===== config.mk =====
export PLATFORM = sky130hd
export DESIGN_NAME = key_voice_scheduler
export DESIGN_NICKNAME = d
export VERILOG_FILES = /design/src/rtl/piano_pkg.sv /design/src/rtl/key_conditioner.sv /design/src/rtl/key_voice_scheduler.sv
export SDC_FILE = /design/constraint.sdc
export NUM_CORES = 1
export LEC_CHECK = 0
export CAP_MARGIN = 5
export CORE_UTILIZATION = 49
export CTS_CLUSTER_SIZE = 14
export DETAILED_ROUTE_END_ITERATION = 10
export PLACE_DENSITY = 0.72
export REMOVE_ABC_BUFFERS = 1
export SETUP_SLACK_MARGIN = 0.02
export SLEW_MARGIN = 10
export SYNTH_ARGS = -nofsm -noshare
export SYNTH_HDL_FRONTEND = slang
export SYNTH_SLANG_ARGS = --single-unit

===== constraint.sdc =====
create_clock -name clk -period 3.6 [get_ports clk]
set_input_delay 0.54 -clock clk [delete_from_list [all_inputs] [get_ports clk]]
set_output_delay 0.54 -clock clk [all_outputs]
set_load 0.005 [all_outputs]

===== src/rtl/piano_pkg.sv =====
`default_nettype none
// +--------------------------------------------------------------------+
// | piano_pkg: pitch table, envelope encoding, default sample widths.  |
// | Revision: 1.0                                                      |
// +--------------------------------------------------------------------+
package piano_pkg;

  typedef enum logic [1:0] {
    ENV_IDLE    = 2'd0,
    ENV_ATTACK  = 2'd1,
    ENV_SUSTAIN = 2'd2,
    ENV_RELEASE = 2'd3
  } env_state_t;

  localparam int SAMPLE_W_DEFAULT = 16;
  localparam int AMP_MAX_DEFAULT  = 16'h3FFF;

  localparam int HP_W = 7;

  // Half-period in sample ticks, C4..C5; entry 0 is the rightmost element.
  localparam logic [7:0][HP_W-1:0] HALF_PERIOD = {
    7'd46, 7'd49, 7'd55, 7'd61, 7'd69, 7'd73, 7'd82, 7'd92
  };

  function automatic logic [HP_W-1:0] half_period(input logic [2:0] idx);
    return HALF_PERIOD[idx];
  endfunction

endpackage
`default_nettype wire


===== src/rtl/key_conditioner.sv =====
`default_nettype none
// +--------------------------------------------------------------------+
// | key_conditioner: synchronizes raw active-low keys, optional         |
// | debouncer (KEY_DEBOUNCE_EN), and rise/fall detection.              |
// | Revision: 1.0                                                      |
// +--------------------------------------------------------------------+
module key_conditioner
  import piano_pkg::*;
#(
  parameter int NUM_KEYS     = 4,
  parameter int DEBOUNCE_CYC = 500000
) (
  input  logic                clk,
  input  logic                resetn,
  input  logic [NUM_KEYS-1:0] key_n_i,
  output logic [NUM_KEYS-1:0] pressed_o,
  output logic [NUM_KEYS-1:0] rise_o,
  output logic [NUM_KEYS-1:0] fall_o
);

  logic [NUM_KEYS-1:0] sync1_q;
  logic [NUM_KEYS-1:0] sync2_q;
  logic [NUM_KEYS-1:0] level_q;
  logic [NUM_KEYS-1:0] level_d;

  always_ff @(posedge clk or negedge resetn) begin
    if (!resetn) begin
      sync1_q <= '0;
      sync2_q <= '0;
    end else begin
      sync1_q <= ~key_n_i;
      sync2_q <= sync1_q;
    end
  end

`ifdef KEY_DEBOUNCE_EN
  localparam int CNT_W = $clog2(DEBOUNCE_CYC + 1);

  for (genvar k = 0; k < NUM_KEYS; k++) begin : g_debounce
    logic [CNT_W-1:0] cnt_q;

    // Counts consecutive cycles the synchronized level differs from the accepted level.
    always_ff @(posedge clk or negedge resetn) begin
      if (!resetn) begin
        cnt_q <= '0;
      end else if (sync2_q[k] == level_q[k]) begin
        cnt_q <= '0;
      end else if (cnt_q != CNT_W'(DEBOUNCE_CYC)) begin
        cnt_q <= cnt_q + 1'b1;
      end
    end

    assign level_d[k] = ((sync2_q[k] != level_q[k]) && (cnt_q == CNT_W'(DEBOUNCE_CYC)))
                        ? sync2_q[k] : level_q[k];
  end
`else
  assign level_d = sync2_q;
`endif

  always_ff @(posedge clk or negedge resetn) begin
    if (!resetn) begin
      level_q <= '0;
    end else begin
      level_q <= level_d;
    end
  end

  assign pressed_o = level_d;
  assign rise_o    = level_d & ~level_q;
  assign fall_o    = ~level_d & level_q;

endmodule
`default_nettype wire


===== src/rtl/key_voice_scheduler.sv =====
`default_nettype none
// +--------------------------------------------------------------------+
// | key_voice_scheduler: last-pressed-wins key arbitration, square tone |
// | with ADSR-style envelope, valid/ready sample output.               |
// | Optional KEY_DEBOUNCE_EN builds the key debouncer.  Revision: 1.0  |
// +--------------------------------------------------------------------+
module key_voice_scheduler
  import piano_pkg::*;
#(
  parameter  int NUM_KEYS     = 4,
  parameter  int SAMPLE_W     = SAMPLE_W_DEFAULT,
  parameter  int AMP_MAX      = AMP_MAX_DEFAULT,
  parameter  int ENV_STEP     = 64,
  parameter  int DEBOUNCE_CYC = 500000,
  localparam int KEY_W        = $clog2(NUM_KEYS)
) (
  input  logic                       clk,
  input  logic                       resetn,
  input  logic [NUM_KEYS-1:0]        key_n,
  input  logic                       sample_tick,
  input  logic                       sample_ready,
  output logic                       sample_valid,
  output logic signed [SAMPLE_W-1:0] sample_data,
  output logic [KEY_W-1:0]           cur_key,
  output logic                       note_active,
  output logic [1:0]                 env_state,
  output logic                       overrun
);

  localparam logic [SAMPLE_W:0]   AMP_MAX_X = (SAMPLE_W+1)'(AMP_MAX);
  localparam logic [SAMPLE_W:0]   STEP_X    = (SAMPLE_W+1)'(ENV_STEP);
  localparam logic [SAMPLE_W-1:0] AMP_MAX_S = SAMPLE_W'(AMP_MAX);
  localparam logic [SAMPLE_W-1:0] STEP_S    = SAMPLE_W'(ENV_STEP);

  logic [NUM_KEYS-1:0] pressed;
  logic [NUM_KEYS-1:0] rise;
  logic [NUM_KEYS-1:0] fall;

  key_conditioner #(
    .NUM_KEYS     (NUM_KEYS),
    .DEBOUNCE_CYC (DEBOUNCE_CYC)
  ) u_key_conditioner (
    .clk       (clk),
    .resetn    (resetn),
    .key_n_i   (key_n),
    .pressed_o (pressed),
    .rise_o    (rise),
    .fall_o    (fall)
  );

  logic [KEY_W-1:0]    cur_key_q, cur_key_d;
  env_state_t          env_q, env_d, env_evt;
  logic [SAMPLE_W-1:0] amp_q, amp_d;
  logic [HP_W-1:0]     phase_q, phase_d;
  logic                pol_q, pol_d;
  logic                valid_q;
  logic [SAMPLE_W-1:0] data_q;
  logic                overrun_q;

  logic [KEY_W-1:0]    rise_idx;
  logic [KEY_W-1:0]    held_idx;
  logic                any_rise;
  logic                any_held;
  logic [HP_W-1:0]     hp;
  logic [SAMPLE_W:0]   amp_sum;
  logic [SAMPLE_W-1:0] tone;

  // Ascending scan: the highest set index ends up winning.
  always_comb begin
    rise_idx = '0;
    held_idx = '0;
    for (int k = 0; k < NUM_KEYS; k++) begin
      if (rise[k])    rise_idx = KEY_W'(k);
      if (pressed[k]) held_idx = KEY_W'(k);
    end
  end

  assign any_rise = |rise;
  assign any_held = |pressed;

  always_comb begin
    cur_key_d = cur_key_q;
    if (any_rise) begin
      cur_key_d = rise_idx;
    end else if (fall[cur_key_q] && any_held) begin
      cur_key_d = held_idx;
    end
  end

  assign hp = half_period(3'(cur_key_d));

  always_comb begin
    phase_d = phase_q;
    pol_d   = pol_q;
    if (sample_tick) begin
      if (phase_q >= hp - HP_W'(1)) begin
        phase_d = '0;
        pol_d   = ~pol_q;
      end else begin
        phase_d = phase_q + HP_W'(1);
      end
    end
  end

  // Key events move the envelope immediately; the amplitude step then runs on the resulting state.
  always_comb begin
    env_evt = env_q;
    case (env_q)
      ENV_IDLE, ENV_RELEASE: if (any_rise) env_evt = ENV_ATTACK;
      ENV_ATTACK, ENV_SUSTAIN: if (!any_held) env_evt = ENV_RELEASE;
      default: env_evt = env_q;
    endcase

    env_d   = env_evt;
    amp_d   = amp_q;
    amp_sum = {1'b0, amp_q} + STEP_X;
    if (sample_tick) begin
      case (env_evt)
        ENV_IDLE: amp_d = '0;
        ENV_ATTACK: begin
          if (amp_sum >= AMP_MAX_X) begin
            amp_d = AMP_MAX_S;
            env_d = ENV_SUSTAIN;
          end else begin
            amp_d = amp_sum[SAMPLE_W-1:0];
          end
        end
        ENV_RELEASE: begin
          if ({1'b0, amp_q} <= STEP_X) begin
            amp_d = '0;
            env_d = ENV_IDLE;
          end else begin
            amp_d = amp_q - STEP_S;
          end
        end
        default: amp_d = amp_q;
      endcase
    end
  end

  assign tone = pol_d ? amp_d : -amp_d;

  always_ff @(posedge clk or negedge resetn) begin
    if (!resetn) begin
      cur_key_q <= '0;
      env_q     <= ENV_IDLE;
      amp_q     <= '0;
      phase_q   <= '0;
      pol_q     <= 1'b0;
      valid_q   <= 1'b0;
      data_q    <= '0;
      overrun_q <= 1'b0;
    end else begin
      cur_key_q <= cur_key_d;
      env_q     <= env_d;
      amp_q     <= amp_d;
      phase_q   <= phase_d;
      pol_q     <= pol_d;
      if (sample_tick) begin
        valid_q <= 1'b1;
        data_q  <= tone;
        if (valid_q && !sample_ready) overrun_q <= 1'b1;
      end else if (sample_ready) begin
        valid_q <= 1'b0;
      end
    end
  end

  assign sample_valid = valid_q;
  assign sample_data  = data_q;
  assign cur_key      = cur_key_q;
  assign note_active  = (env_q != ENV_IDLE);
  assign env_state    = env_q;
  assign overrun      = overrun_q;

endmodule
`default_nettype wire


==> results of run 1 <==
## flip-flops by register name (all words and copies together), names as in the netlist
| signal | flops |
|---|---|
| u_key_conditioner.level_q | 4 |
| overrun | 1 |
| amp_q | 16 |
| sample_data | 16 |
| pol_q | 1 |
| u_key_conditioner.sync1_q | 4 |
| phase_q | 7 |
| env_state | 2 |
| cur_key | 2 |
| u_key_conditioner.pressed_o | 4 |
| sample_valid | 1 |
## cells in the final DEF (no fill, tap or decap), types with 7 or more instances in the layout
cell             netlist  layout
dfrtp_1               58      57
nand2_1               41      40
buf_4                  2      33
clkdlybuf4s50_1        0      28
nor2_1                28      26
inv_1                 24      23
a21oi_1               23      21
o21ai_0               17      15
nand3_1               12      12
ha_1                  12      11
nand2b_1              10      10
xor2_1                10      10
xnor2_1               10      10
clkbuf_8               0      10
nor3_1                 9       9
nand4_1                9       9
o211ai_1               8       8
mux2_2                 8       8
o21ai_1                5       7
## what timing repair did
action / 4_1_cts / 5_1_grt
hold endpoints to repair: 0 / 0
resized for setup: 7 / 26
pin swaps: 3 / 19
setup buffers: 2 / 1
hold buffers: 0 / 0
setup endpoints to repair: 12 / 15
## where the power goes
group,switching [mW],leakage (nW),internal [mW],total (mW)
registers,0.217,0.684,0.852,1.07
logic,1.16,1.15,0.913,2.07
clock network,0.282,0.0945,0.338,0.619
total,1.66,1.93,2.10,3.76
## worst reg2reg max path, stage by stage, from the launching register on
cell      delay [ps]
dfrtp_1          420
buf_4            170
a31oi_4          180
a21oi_2           80
buf_4            140
mux2i_1          110
o211ai_1         410
nand2_1          190
ha_4             270
a21o_1           150
a31oi_1          140
o211ai_1         120
and2_4           210
xnor2_4          210
inv_4            110
a41oi_2          220
xor2_1           110
mux2_2           270
## path summary, 6_finish.rpt
check	start	to	slack (ps)	cells past startpoint
min	resetn	amp_q[12]$_DFF_PN0_	280	1
min reg2reg	u_key_conditioner.sync1_q[3]$_DFF_PN0_	u_key_conditioner.pressed_o[3]$_DFF_PN0_	360	0
max	cur_key[0]$_DFF_PN0_	sample_data[13]$_DFFE_PN0P_	-10	17
max reg2reg	cur_key[0]$_DFF_PN0_	sample_data[13]$_DFFE_PN0P_	-10	17
max in group asynchronous	resetn	amp_q[0]$_DFF_PN0_	2480	2
min in group clk	u_key_conditioner.sync1_q[3]$_DFF_PN0_	u_key_conditioner.pressed_o[3]$_DFF_PN0_	360	0
## metrics by stage
stage                     std cells  util [%]  instance area, um^2  setup TNS, ps  power (mW)
after CTS                       561     61.10                 4456              0       3.599
final                           562     63.25                 4612         -22.49       3.760
after global placement          543     58.01                 4230              0       2.918
after global routing            562     63.25                 4612          -2177       4.015
after floorplan                 383         -                 3583         -691.2       2.255
after detailed placement        543     58.01                 4230         -818.4       2.951
## routing by layer
| metal | GRT usage, % | part of all wire (%) | routed length [um] | vias up |
|---|---|---|---|---|
| met4 | 9.235 | 1.4 | 131 | 0 |
| met1 | 36.55 | 47 | 4489 | 1629 |
| met2 | 38.25 | 46 | 4322 | 119 |
| li1 | - | - | - | 1579 |
| met3 | 5.171 | 5.6 | 532 | 11 |
| met5 | 0 | 0 | 0 | - |
## cells by family after synthesis
| group | synth area share [%] |
|---|---|
| AND/OR/NAND/NOR | 21.05 |
| AO/OA/AOI/OAI | 21.32 |
| flip-flops | 39.19 |
| buffers and inverters | 5.979 |
| XOR/XNOR | 5.169 |
| adder cells (fa/ha/maj) | 4.054 |
| multiplexers | 3.243 |
## area by class of cell
cell class	instances	share of cell area, %
Multi-Input combinational cell	298	47.23
Sequential cell	58	31.50
Timing Repair Buffer	64	11.91
Clock buffer	10	2.984
Tap cell	99	2.686
Inverter	27	2.252
Clock inverter	6	1.438
==> qor.yml, run 1 <==
grt_use_total_pct: 25.44
synth_flop_cell: "dfrtp_1"
syn_area_per_cell_um2: 9.167
die_h_um: 88.94
setup_viol: 2
crit_buf_inv: 3
synth_area_leaders: "dfrtp_1 (39%), nand2_1 (4.2%), ha_1 (4.1%), a21oi_1 (3.1%), nor2_1 (2.8%)"
antennaDiodeCount: 0
maxSlewViolCount: 0
multiInputGateArea_um2: 2178
cp_max_fo: 8
cts_made_buffers: 9
power.density_nw_per_um2: 815.3
arrival_ps: 3840
synth.distinct_cells: 74
fin_ws_ps: -13.85
path_cells: "buf_4 > a31oi_4 > a21oi_2 > buf_4 > mux2i_1 > o211ai_1 > nand2_1 > ha_4 > a21o_1 > a31oi_1 > o211ai_1 > and2_4 > xnor2_4 > inv_4 > a41oi_2 > xor2_1 > mux2_2"
die_w_um: 88.94
start_kind: "flop"
nets: 478
fin_crit_sh_pct: 100.4
yosysMostFrequentCell: "dfrtp_1"
port_buffers: 30
grt_pass1_vias: 3126
slowest_stage: "dfrtp_1"
antenna_found_initial: 0
via_count: 3338
nFillCells: 622
cts_sinks: 58
required_ps: 3830
place_ws_ps: -132.5
worstMarginPinSlew_ps: 810.4
ys_seq_area_share_pct: 39.19
synth_area_um2: 3704
viasPerCell: 5.940
maxSlewHeadroom_pct: 45.97
rows: 31
core_area_um2: 7292
grt_pass1_wl_um: 15210
yosys_warnings: 0
synth-seq-cells: 58
final_layout_size_suffix_gt1_share_pct: 21.60
ys_async_sr_fraction_pct: 100.0
p_leak_nw: 1.933
finalCriticalPeriod_ps: 3614
clk_latency_ps: 340
status: "finished with violations"
synth_edf_count: 0
critPathTopFamily: "compound AO/OA/AOI/OAI gates"
violations: "negative setup slack"
root_buffer: "clkbuf_8"
drt_wl_total_um: 9475
path_class: "flop to flop"
gp_congestion: 1.010
cts-htree-levels: 3
hold_ws_ps: 284.8
grt_max_degree: 36
cts_tree: "done"
synth_top_cell_by_area: "dfrtp_1"
die_area_um2: 7910
dr.pass1.iters: 6
ios: 31
wl_per_cell_um: 16.86
clockBufferDepth: 2
final-hold-violation-count: 0
rsz0062_at_grt: "yes"
drc: 0
max_stage_delay_ps: 420
fmax_mhz: 276.7
hpwl_um: 6665
clk_pin_slew_worst_paths_ps: 80
synth_common_cells: "dfrtp_1 (58), nand2_1 (41), nor2_1 (28)"
seq_area_um2: 1453
ant_nets: 0
start_util_pct: 50.79
peakVddDrop_uv: 499.8
grt-ovfl-total: 0
synth_cells: 404
yosys.area.top_type_share_pct: 39.19
skew_ps: 9.575
end_kind: "flop"
cap_violations: 0
drt_iter0_markers: 291
syn_to_final_growth_pct: 24.53
hold_path_class: "primary input to asynchronous set/reset pin"
No activity file was read; power rests on OpenSTA's default activity.
==> inputs of run 2 (changes only) <==
- CORE_UTILIZATION: 49 -> 44
- PLACE_DENSITY: 0.72 -> 0.66
==> qor.yml, run 2 (same netlist as run 1, synthesis figures left out) <==
die_area_um2: 8788  # was 7910 um^2
p_leak_nw: 2.151  # was 1.933 nW
setup_viol: 15  # was 2
place_ws_ps: -189.2  # was -132.5 ps
grt_use_total_pct: 24.81  # was 25.44%
grt_max_degree: 41  # was 36
grt_pass1_wl_um: 16840  # was 15210 um
cap_violations: 0  # unchanged
pwr-share-clk_pct: 18.5  # was 16.5%
antenna_found_initial: 0  # unchanged
fmax_mhz: 264.0  # was 276.7 MHz
p_sw_mw: 1.773  # was 1.658 mW
port_buffers: 30  # unchanged
ant_nets: 0  # unchanged
cts_made_buffers: 9  # unchanged
fin_area_um2: 4974  # was 4612 um^2
cts_tree: "done"  # unchanged
final_layout_size_suffix_gt1_share_pct: 28.57  # was 21.60%
dr.pass1.iters: 5  # was 6
antennaDiodeCount: 0  # unchanged
clk_pin_slew_worst_paths_ps: 80  # about the same
path_class: "flop to flop"  # unchanged
power_frac_seq_pct: 25.7  # was 28.4%
required_ps: 3840  # was 3830 ps
gp_congestion: 0.9189  # was 1.010
core_area_um2: 8175  # was 7292 um^2
fin_ws_ps: -188.1  # was -13.85 ps
drt_wl_total_um: 10400  # was 9475 um
switching_share_pct: 42.66  # was 44.09%
drc: 0  # unchanged
skew_ps: 17.32  # was 9.575 ps
intPower_mw: 2.384  # was 2.102 mW
clockBufferDepth: 2  # unchanged
ios: 31  # unchanged
fin_util_pct: 60.84  # was 63.25%
clk_latency_ps: 350  # was 340 ps
power_mw: 4.157  # was 3.760 mW
fin_tns_setup_ps: -2014  # was -22.49 ps
die_h_um: 93.75  # was 88.94 um
combPwrFrac_pct: 55.8  # was 55.1%
end_kind: "flop"  # unchanged
root_buffer: "clkbuf_8"  # unchanged
die_w_um: 93.75  # was 88.94 um
rows: 33  # was 31
rsz0062_at_grt: "yes"  # unchanged
grt-ovfl-total: 0  # unchanged
hpwl_um: 7127  # was 6665 um
finalCriticalPeriod_ps: 3788  # was 3614 ps
viasPerCell: 5.884  # was 5.940
holdBufCountCts: 0  # unchanged
via_count: 3501  # was 3338
wl_per_cell_um: 17.47  # was 16.86 um
status: "finished with violations"  # unchanged
cts_sinks: 58  # unchanged
worstMarginPinSlew_ps: 910.9  # was 810.4 ps
hold_path_class: "primary input to asynchronous set/reset pin"  # unchanged
syn_to_final_growth_pct: 34.29  # was 24.53%
maxSlewHeadroom_pct: 39.27  # was 45.97%
fin_crit_sh_pct: 105.2  # was 100.4%
cts-htree-levels: 3  # unchanged
placed_area_um2: 4375  # was 4230 um^2
final-hold-violation-count: 0  # unchanged
start_kind: "flop"  # unchanged
peakVddDrop_uv: 502.9  # was 499.8 uV
nets: 505  # was 478
grt_pass1_vias: 3413  # was 3126
start_util_pct: 45.30  # was 50.79%
violations: "negative setup slack"  # unchanged
drt_iter0_markers: 302  # was 291
most-common-layout-cells: "buf_4 (57), dfrtp_1 (56), nand2_1 (38), clkdlybuf4s50_1 (29)"  # was dfrtp_1 (57), nand2_1 (40), buf_4 (33), clkdlybuf4s50_1 (28), nor2_1 (26)
arrival_ps: 4030  # was 3840 ps
final_common_cell: "buf_4"  # was dfrtp_1
maxSlewViolCount: 0  # unchanged
cp_max_fo: 8  # unchanged
power.density_nw_per_um2: 835.8  # was 815.3 nW/um^2
[run 2: final timing paths]
check,from,to,slack [ps],cells past startpoint
setup / recovery,cur_key[0]$_DFF_PN0_,sample_data[13]$_DFFE_PN0P_,-190,18
setup reg to reg,cur_key[0]$_DFF_PN0_,sample_data[13]$_DFFE_PN0P_,-190,18
min in group clk,u_key_conditioner.sync1_q[1]$_DFF_PN0_,u_key_conditioner.pressed_o[1]$_DFF_PN0_,350,0
hold reg to reg,u_key_conditioner.sync1_q[1]$_DFF_PN0_,u_key_conditioner.pressed_o[1]$_DFF_PN0_,350,0
hold / removal,resetn,sample_valid$_DFFE_PN0P_,310,1
max in group asynchronous,resetn,u_key_conditioner.pressed_o[0]$_DFF_PN0_,2480,2
[run 2: final cells by class]
class	count	area (um^2)
fillers	680	3202
multi-input cells	298	2256
flip-flops and latches	58	1454
repair buffers	91	777.0
well taps	105	131.4
clock inverters	7	125.1
clock buffers	9	123.9
inverters	27	106.4
[run 2: repair_timing]
item	4_1_cts	5_1_grt
pin swaps	14	20
buffers inserted	12	6
gates resized for setup	26	29
setup endpoints to repair	12	18
[run 2: per-stage QoR]
step                std cells  hold WS [ps]
global placement          565         335.5
finish                    595         307.7
global route              595         355.3
floorplan                 383         244.4
CTS                       593         350.2
detailed placement        565         334.7
[run 2: power groups by stage]
stage / Sequential [mW] / Clock [mW] / Combinational (mW)
floorplan: 1.07 / 0 / 1.19
global placement: 1.07 / 0 / 1.98
detailed placement: 1.07 / 0 / 2.00
CTS: 1.06 / 0.767 / 2.12
global route: 1.10 / 0.791 / 2.53
finish: 1.07 / 0.768 / 2.32
[run 2: critical path, stage by stage, from the launching register on]
cell,delay (ps)
dfrtp_1,360
inv_1,50
and3_1,190
a31oi_2,170
a21oi_2,90
buf_4,140
mux2i_1,110
o211ai_1,470
nand2_1,190
ha_4,280
a21o_1,160
a31oi_1,180
o211ai_1,150
and2_4,200
xnor2_4,190
clkinv_4,170
a41oi_2,200
xor2_1,90
mux2_4,270
[run 2: metal layers]
| metal | GRT usage (%) | wire length, um | share of wire, % |
|---|---|---|---|
| met1 | 34.43 | 4825 | 46 |
| met4 | 9.615 | 162 | 1.6 |
| met5 | 0 | 0 | 0 |
| met2 | 38.63 | 4822 | 46 |
| met3 | 3.964 | 585 | 5.6 |
